$ cat src/rtl/regfile_pc_pkg.sv
// regfile_pc_pkg: shared PC mode encoding and address-width helper
//   pc_mode_t : 00 INC, 01 DEC, 10 LOAD, 11 REL
//   addr_w()  : index width for an n-entry register file (at least 1 bit)
package regfile_pc_pkg;
    typedef enum logic [1:0] {
        PC_INC  = 2'b00,
        PC_DEC  = 2'b01,
        PC_LOAD = 2'b10,
        PC_REL  = 2'b11
    } pc_mode_t;
    function automatic int addr_w(input int n);
        return n > 1 ? $clog2(n) : 1;
    endfunction
endpackage

$ cat src/rtl/regfile_pc_if.sv
// regfile_pc_if: bus between the keypad/display side and regfile_pc_unit
//   write port : wr_en, wr_addr, wr_data
//   read ports : rd_addr_a/b in, rd_data_a/b out
//   PC control : pc_mode, pc_hold, pc_data in; pc, tick, disp_word out
interface regfile_pc_if #(
    parameter int DATA_W = 8,
    parameter int NREGS  = 4
);
    import regfile_pc_pkg::*;
    localparam int AW = addr_w(NREGS);
    logic                wr_en;
    logic [AW-1:0]       wr_addr;
    logic [DATA_W-1:0]   wr_data;
    logic [AW-1:0]       rd_addr_a;
    logic [AW-1:0]       rd_addr_b;
    logic [DATA_W-1:0]   rd_data_a;
    logic [DATA_W-1:0]   rd_data_b;
    pc_mode_t            pc_mode;
    logic                pc_hold;
    logic [DATA_W-1:0]   pc_data;
    logic [DATA_W-1:0]   pc;
    logic                tick;
    logic [2*DATA_W-1:0] disp_word;
    modport master (
        output wr_en, wr_addr, wr_data, rd_addr_a, rd_addr_b, pc_mode, pc_hold, pc_data,
        input  rd_data_a, rd_data_b, pc, tick, disp_word
    );
    modport slave (
        input  wr_en, wr_addr, wr_data, rd_addr_a, rd_addr_b, pc_mode, pc_hold, pc_data,
        output rd_data_a, rd_data_b, pc, tick, disp_word
    );
endinterface

$ cat src/rtl/tick_prescaler.sv
// tick_prescaler: divides clk into a registered one-cycle step strobe
//   clk, clr : clock, synchronous active-high reset
//   tick     : high for the cycle after the counter reaches TICK_DIV-1
module tick_prescaler #(
    parameter int TICK_DIV = 100000
) (
    input  logic clk,
    input  logic clr,
    output logic tick
);
    localparam int CW = TICK_DIV > 1 ? $clog2(TICK_DIV) : 1;
    logic [CW-1:0] count;
    logic last;
    assign last = count == CW'(TICK_DIV - 1);
    always_ff @(posedge clk) begin
        if (clr) begin
            count <= '0;
            tick  <= 1'b0;
        end else begin
            count <= last ? '0 : count + CW'(1);
            tick  <= last;
        end
    end
endmodule

$ cat src/rtl/regfile_pc_unit.sv
// regfile_pc_unit: NREGS x DATA_W register file with two registered read ports and a prescaled PC
//   clk, clr : clock, synchronous active-high reset
//   bus      : write port, read ports A/B, PC control, pc, tick and disp_word = {rd_data_a, pc}
module regfile_pc_unit #(
    parameter int DATA_W   = 8,
    parameter int NREGS    = 4,
    parameter int TICK_DIV = 100000,
    parameter int PC_RESET = 0
) (
    input logic         clk,
    input logic         clr,
    regfile_pc_if.slave bus
);
    import regfile_pc_pkg::*;
    logic [DATA_W-1:0] regs [NREGS];
    logic [DATA_W-1:0] pc, pc_next, pc_step;
    logic [DATA_W-1:0] rd_a, rd_b, rd_next_a, rd_next_b;
    logic wr_ok, tick;
    tick_prescaler #(.TICK_DIV(TICK_DIV)) u_prescaler (.clk, .clr, .tick);
    assign wr_ok = bus.wr_en && int'(bus.wr_addr) < NREGS;
    // write-first bypass; a matching valid write implies an in-range read address
    assign rd_next_a = wr_ok && bus.wr_addr == bus.rd_addr_a ? bus.wr_data :
                       int'(bus.rd_addr_a) < NREGS ? regs[bus.rd_addr_a] : '0;
    assign rd_next_b = wr_ok && bus.wr_addr == bus.rd_addr_b ? bus.wr_data :
                       int'(bus.rd_addr_b) < NREGS ? regs[bus.rd_addr_b] : '0;
    // REL: a DATA_W-bit add modulo 2^DATA_W equals adding the sign-extended offset
    always_comb begin
        pc_step = bus.pc_mode == PC_INC ? pc + DATA_W'(1) :
                  bus.pc_mode == PC_DEC ? pc - DATA_W'(1) : pc + bus.pc_data;
        pc_next = bus.pc_hold ? pc :
                  bus.pc_mode == PC_LOAD ? bus.pc_data :
                  tick ? pc_step : pc;
    end
    always_ff @(posedge clk) begin
        if (clr) begin
            for (int i = 0; i < NREGS; i++) regs[i] <= '0;
            rd_a <= '0;
            rd_b <= '0;
            pc   <= DATA_W'(PC_RESET);
        end else begin
            if (wr_ok) regs[bus.wr_addr] <= bus.wr_data;
            rd_a <= rd_next_a;
            rd_b <= rd_next_b;
            pc   <= pc_next;
        end
    end
    assign bus.rd_data_a = rd_a;
    assign bus.rd_data_b = rd_b;
    assign bus.pc        = pc;
    assign bus.tick      = tick;
    assign bus.disp_word = {rd_a, pc};
endmodule

$ cat src/flat_wrapper.sv
// flat-port wrapper written by rule: the top's interface ports become plain ports
module regfile_pc_unit_flat import regfile_pc_pkg::*;
#(
    parameter int DATA_W   = 8,
    parameter int NREGS    = 4,
    parameter int TICK_DIV = 100000,
    parameter int PC_RESET = 0
)
  (clk, clr, bus_wr_en, bus_wr_addr, bus_wr_data, bus_rd_addr_a, bus_rd_addr_b, bus_pc_mode, bus_pc_hold, bus_pc_data, bus_rd_data_a, bus_rd_data_b, bus_pc, bus_tick, bus_disp_word);
  regfile_pc_if #(.DATA_W(DATA_W), .NREGS(NREGS)) bus_i ();
  input logic clk;
  input logic clr;
  input wire logic [$bits(bus_i.wr_en)-1:0] bus_wr_en;
  input wire logic [$bits(bus_i.wr_addr)-1:0] bus_wr_addr;
  input wire logic [$bits(bus_i.wr_data)-1:0] bus_wr_data;
  input wire logic [$bits(bus_i.rd_addr_a)-1:0] bus_rd_addr_a;
  input wire logic [$bits(bus_i.rd_addr_b)-1:0] bus_rd_addr_b;
  input wire logic [$bits(bus_i.pc_mode)-1:0] bus_pc_mode;
  input wire logic [$bits(bus_i.pc_hold)-1:0] bus_pc_hold;
  input wire logic [$bits(bus_i.pc_data)-1:0] bus_pc_data;
  output wire logic [$bits(bus_i.rd_data_a)-1:0] bus_rd_data_a;
  output wire logic [$bits(bus_i.rd_data_b)-1:0] bus_rd_data_b;
  output wire logic [$bits(bus_i.pc)-1:0] bus_pc;
  output wire logic [$bits(bus_i.tick)-1:0] bus_tick;
  output wire logic [$bits(bus_i.disp_word)-1:0] bus_disp_word;
  assign bus_i.wr_en = bus_wr_en;
  assign bus_i.wr_addr = bus_wr_addr;
  assign bus_i.wr_data = bus_wr_data;
  assign bus_i.rd_addr_a = bus_rd_addr_a;
  assign bus_i.rd_addr_b = bus_rd_addr_b;
  assign bus_i.pc_mode = bus_pc_mode;
  assign bus_i.pc_hold = bus_pc_hold;
  assign bus_i.pc_data = bus_pc_data;
  assign bus_rd_data_a = bus_i.rd_data_a;
  assign bus_rd_data_b = bus_i.rd_data_b;
  assign bus_pc = bus_i.pc;
  assign bus_tick = bus_i.tick;
  assign bus_disp_word = bus_i.disp_word;
  regfile_pc_unit #(.DATA_W(DATA_W), .NREGS(NREGS), .TICK_DIV(TICK_DIV), .PC_RESET(PC_RESET)) u_core (.clk(clk), .clr(clr), .bus(bus_i));
endmodule
$ cat config.mk
export PLATFORM = sky130hd
export DESIGN_NAME = regfile_pc_unit_flat
export DESIGN_NICKNAME = d
export VERILOG_FILES = /design/src/rtl/regfile_pc_pkg.sv /design/src/rtl/regfile_pc_if.sv /design/src/rtl/tick_prescaler.sv /design/src/rtl/regfile_pc_unit.sv /design/src/flat_wrapper.sv
export SDC_FILE = /design/constraint.sdc
export NUM_CORES = 1
export LEC_CHECK = 0
export ABC_AREA = 1
export ABC_CLOCK_PERIOD_IN_PS = 9400
export CAP_MARGIN = 40
export CORE_AREA = 2 2 84 86
export CTS_CLUSTER_DIAMETER = 60
export DETAILED_ROUTE_END_ITERATION = 16
export DIE_AREA = 0 0 86 88
export DONT_BUFFER_PORTS = 1
export GPL_TIMING_DRIVEN = 0
export PLACE_DENSITY = 0.79
export SLEW_MARGIN = 25
export SYNTH_ARGS = -nofsm -noshare
export SYNTH_HDL_FRONTEND = slang
export SYNTH_SLANG_ARGS = --single-unit
$ cat constraint.sdc
create_clock -name clk -period 9.4 [get_ports clk]
set_input_delay 2.82 -clock clk [delete_from_list [all_inputs] [get_ports clk]]
set_output_delay 2.82 -clock clk [all_outputs]
set_load 0.02 [all_outputs]
# After elaboration in Yosys (flattened, before gate mapping)
# Memories as Yosys holds them, arrays and structs flattened. A register that Yosys moved wholly into a read port is not among the register bits.
# Cells that the tools add are included.
[totals]
in_bits = 28
out_inout_bits = 41
ff_bits = 26
word_cells = 29
mem_count = 1
mem_bits_rw = 32
[op_classes]
eq_ne = 3
bitwise = 1
mux = 12
n_addsub = 4
n_reduce_logical = 5
[memory_table]
columns = ["memory", "depth", "word_bits", "read_ports", "rd_clocked_by_memory_dff", "write_ports", "line", "source"]
rows = [
  ["u_core.regs", 4, 8, 2, 2, 4, "regfile_pc_unit.sv:15", "logic [DATA_W-1:0] regs [NREGS];"],
]
[op_table]
columns = ["cell", "count"]
rows = [
  ["$mux W8", 5],
  ["$add A17 B1 Y17 const B", 1],
  ["$eq A17 B17 Y1 const B", 1],
  ["$add A8 B1 Y8 const B", 1],
  ["$add A8 B8 Y8", 1],
  ["$reduce_or A8 Y1", 1],
  ["$sub A8 B1 Y8 const B", 1],
  ["$mux W1", 6],
  ["$eq A2 B1 Y1 const B", 1],
  ["$eq A2 B2 Y1 const B", 1],
  ["$logic_not A2 Y1", 1],
  ["$mux W2", 1],
  ["$reduce_and A2 Y1", 1],
  ["$reduce_bool A2 Y1", 1],
  ["$reduce_or A2 Y1", 1],
  ["$not A1 Y1", 1],
]

# Longest topological paths before layout
[logic_depth]
word_depth = 5
mapped_depth = 23

# Cells and area by module
# A second synthesis with hierarchy kept.
[unflattened]
hier_cells = 565
hier_area_um2 = 4383.0
[by_module_without_submodules]
columns = ["mod", "n_inst", "cells_each", "area_each_um2", "seq_area_each_um2"]
rows = [
  ["regfile_pc_unit", 1, 424, 3414.5, 1441.4],
  ["tick_prescaler", 1, 141, 968.4, 360.3],
]

# Least setup slack after synthesis
# No wires, ideal clock.
[synth_path]
kind = "input to register"
from = "input port bus_pc_data[0]"
to = "register u_core.pc[7], in the netlist u_core.bus.pc[7]"
setup_ns = 0.066
arrival_time_ns = 4.976
path_stages = 21
path_slack_ns = 4.358
path_buffers = 0
cell_sequence = "inv_1 -> ha_1 -> inv_1 -> nor2_1 -> nor2_1 -> nor2_4 -> nand3_2 -> nor2_4 -> o21ai_0 -> a21oi_1 -> ha_1 -> a21oi_1 -> o21a_1 -> nand2_1 -> nand2_1 -> nand2_1 -> inv_1 -> nand3_1 -> nand3_1 -> nand2_1 -> a21oi_2"
[synth_via]
elab_chain_len = 5
[synth_lines]
columns = ["item", "line", "source"]
rows = [
  ["start: declaration", "flat_wrapper.sv:20", "input wire logic [$bits(bus_i.pc_data)-1:0] bus_pc_data;"],
  ["$add A8 B8 Y8", "regfile_pc_unit.sv:29", "bus.pc_mode == PC_DEC ? pc - DATA_W'(1) : pc + bus.pc_data;"],
  ["$mux W8", "regfile_pc_unit.sv:29", ""],
  ["$mux W8", "regfile_pc_unit.sv:28", "pc_step = bus.pc_mode == PC_INC ? pc + DATA_W'(1) :"],
  ["$mux W8", "regfile_pc_unit.sv:32", "tick ? pc_step : pc;"],
  ["$mux W8", "regfile_pc_unit.sv:31", "bus.pc_mode == PC_LOAD ? bus.pc_data :"],
  ["end signal: assignment", "regfile_pc_unit.sv:39", "pc <= DATA_W'(PC_RESET);"],
  ["end signal: assignment", "regfile_pc_unit.sv:44", "pc <= pc_next;"],
  ["end: declaration", "regfile_pc_unit.sv:16", "logic [DATA_W-1:0] pc, pc_next, pc_step;"],
]
# Every way passes these cells. The select of a mux whose other input is x is not followed.
# A chain may end at the register's enable or synchronous reset.

# Worst setup path in the final report
# Same ends and word-level chain as after synthesis.

==> metrics.md <==
| Metric | Value |
|---|---|
| Status | `finished clean` |
| Final instance area | `4520 µm²` |
| Main synth FF type | `dfxtp_1` |
| Nets | `564` |
| Final GP Congestion | `0.839` |
| Die span in y | `88 µm` |
| Row count | `30` |
| Starting Density | `between 60% and 70%` |
| PortBufs | `0` |
| Syn Nets | `553` |
| Fin worst setup slack | `4400 ps` |
| Met1 WL | `3800 µm` |
| Final worst path period share | `between 50% and 60%` |
| WL met2 | `4600 µm` |
| Crit Path Class | `primary input to register` |
| Via density | `5.84` |
| GRT overflow | `0` |
| Root Driver | `clkbuf_8` |
| Final Hold Fails | `0` |
| Hold-fix buffers, CTS | `0` |
| Syn-to-layout area delta | `7.88%` |
| CP Capture Type | `register` |
| Pleak | `around 2 nW` |
| CTS sink cnt | `between 70 and 80` |
| Global-route wire length before repair | `15000 µm` |
| Vias in the first global route | `3297` |
| VDD IR max | `0.0728 mV` |
| Final wirelength | `between 9000 and 10000 µm` |
| Total track usage | `25.4%` |
| I/O pin count | `69` |
| Slew Limit Fails | `0` |
| Core Region | `6640 µm²` |
| Clock Latency Late Sink | `between 300 and 400 ps` |
| Worst-path clk slew | `70 ps` |
| # diodes | `0` |
| Setup crit start kind | `primary input` |
| Pwr dens | `170 nW/µm²` |
| RSZ-0062 raised after global routing | `false` |
| Mapped cell area | `roughly 4200 µm²` |
| Post-Place Worst Slack | `4060 ps` |
| Hpwl dp | `6860 µm` |
| Initial antenna violation count | `0` |
| Synth cell types | `45` |
| Buffer count from post-CTS setup fixing | `0` |
| HP Class | `register to register` |
| Post-Syn Instances | `515` |
| Clock group share of total power | `a little over a third` |
| Min Clock Period, post-route | `5000 ps` |
| MaxCap Viol Count | `0` |
| Synth Register Bits | `74` |
| Syn_area_per_cell | `8.14 µm²` |
| CTS H-tree depth | `3` |
| Die area | `7570 µm²` |
| Final core area utilization | `around 70%` |
| DRC Markers | `0` |
| Worst Skew | `10.3 ps` |
| Post-CTS resize count | `0` |
| Die width | `86 µm` |
| Synth warn | `0` |
| Starting DRT DRC Count | `between 200 and 300` |
| DRT antenna net count | `0` |
| Pin count of the biggest net entering global routing | `14` |
| Clk buf depth | `2` |
| CTS tree | `built` |
| DRT Pass-1 Iters | `5` |
| Critical path peak fanout | `7` |
| Wirelength per Cell | `roughly 15 µm` |
| Total net switching power | `between 0.0002 and 0.00025 W` |
| FMAX | `200 MHz` |
| Sequential area share after synthesis | `43.0%` |
| Setup TNS | `0 ps` |
| Async set or reset register ratio after synthesis | `0%` |
| Highest metal used | `met4` |
| Sw Ratio | `28.2%` |
| Post-synth EDFFs | `32` |
| Post-DP Area | `~4300 µm²` |
| Register share of total power | `~49%` |
| Worst-margin pin slew | `866 ps` |
| CP required | `just under 10000 ps` |
| DR WL met3 | `around 680 µm` |
| Share of layout cells above drive strength 1 | `13.2%` |
| Arrival time worst endpoint | `5290 ps` |
| CTS buffer count | `9` |
| # setup viols final | `0` |
| Combinational power share | `14.6%` |
| Rel. slew slack | `42.0%` |
| Internal power | `between 0.0005 and 0.0006 W` |
| Via Count | `3567` |
[final cells by class]
cell class              instances  area, µm²
plain buffers                  33        209
clock buffers                  13        181
clock inverters                 3       43.8
fillers                       544       2120
inverters                      71        272
multi-input cells             337       1920
flip-flops and latches         74       1800
well taps                      80        100
[final timing paths]
| check | startpoint | endpoint | slack [ps] | cells past startpoint |
|---|---|---|---|---|
| setup / recovery | bus_pc_data[0] | u_core.bus.pc[7]$_SDFFE_PP0P_ | 4400 | 20 |
| hold / removal | u_core.u_prescaler.count[0]$_SDFF_PP0_ | u_core.u_prescaler.count[0]$_SDFF_PP0_ | 470 | 1 |
| setup reg to reg | u_core.bus.pc[0]$_SDFFE_PP0P_ | u_core.bus.pc[6]$_SDFFE_PP0P_ | 7300 | 12 |
| hold reg to reg | u_core.u_prescaler.count[0]$_SDFF_PP0_ | u_core.u_prescaler.count[0]$_SDFF_PP0_ | 470 | 1 |
[Yosys cell counts (all sizes together) (3+ instances only)]
cell / count / share of area [%]
a21oi: 48 / 5.9
a2bb2oi: 5 / 1.0
a31oi: 14 / 2.1
buf: 21 / 3.9
clkbuf: 12 / 1.1
dfxtp: 42 / 20
edfxtp: 32 / 23
ha: 9 / 2.7
inv: 70 / 6.4
nand2: 65 / 6.1
nand3: 22 / 3.3
nand4: 7 / 1.2
nor2: 74 / 8.4
nor3: 10 / 1.6
o211ai: 13 / 2.4
o21ai: 46 / 5.5
or2: 3 / 0.45
xor2: 11 / 2.5
[state kept, by name, indices dropped and copies added, names as in the netlist]
| signal | flops |
|---|---|
| u_core.regs | 32 |
| u_core.u_prescaler.count | 17 |
| u_core.bus.pc | 8 |
| u_core.bus.rd_data_a | 8 |
| u_core.bus.rd_data_b | 8 |
| u_core.u_prescaler.tick | 1 |
[power groups by stage]
stage               logic [W]  registers [W]  clock network, W
finish               0.000112       0.000380          0.000276
global route         0.000124       0.000382          0.000293
CTS                  0.000110       0.000380          0.000277
detailed placement   0.000110       0.000387                 0
global placement     0.000107       0.000386                 0
floorplan           0.0000897       0.000384                 0
[critical path, stage by stage]
cell	delay [ps]
inv_1	170
ha_1	200
inv_1	40
nor2_1	220
nand2_1	140
o21ai_1	140
nand3_1	150
o21ai_0	190
a21oi_1	60
ha_1	320
a21oi_1	160
o21a_1	150
nand2_1	50
nand2_1	50
nand2_1	60
inv_1	50
nand3_1	70
nand3_1	80
nand2_1	60
a21oi_2	100
[metal layers]
layer  up-vias  global-route usage (%)
li1       1738                       -
met1      1618                    30.1
met2       178                    43.7
met3        33                    5.47
met4         0                    12.6
met5         -                       0
[kinds of logic (layout without fill, tap and decap cells)]
family	count (synthesis)	count (layout)	share of synthesized area [%]
simple gates	185	185	22.0
buf+inv	104	120	11.5
flops	74	74	43.0
fa+ha+maj	10	10	3.16
compound gates	130	130	17.7
xor+xnor	12	12	2.69
[placed cells by master (no fill, tap or decap), drive strengths merged, types with 5 or more instances in the layout]
cell     instances
nor2            74
inv             70
nand2           65
a21oi           48
o21ai           46
dfxtp           42
edfxtp          32
clkbuf          25
nand3           22
buf             21
a31oi           14
o211ai          13
xor2            11
nor3            10
ha               9
nand4            7
a2bb2oi          5
[per-stage QoR]
stage / std cells / hold WS [ps] / power [W]
3_5_place_dp: 595 / 458 / 0.000497
3_3_place_gp: 595 / 439 / 0.000493
2_1_floorplan: 515 / 429 / 0.000474
5_1_grt: 611 / 494 / 0.000800
4_1_cts: 611 / 475 / 0.000767
6_report: 611 / 468 / 0.000768
(Power assumes the default switching activity.)
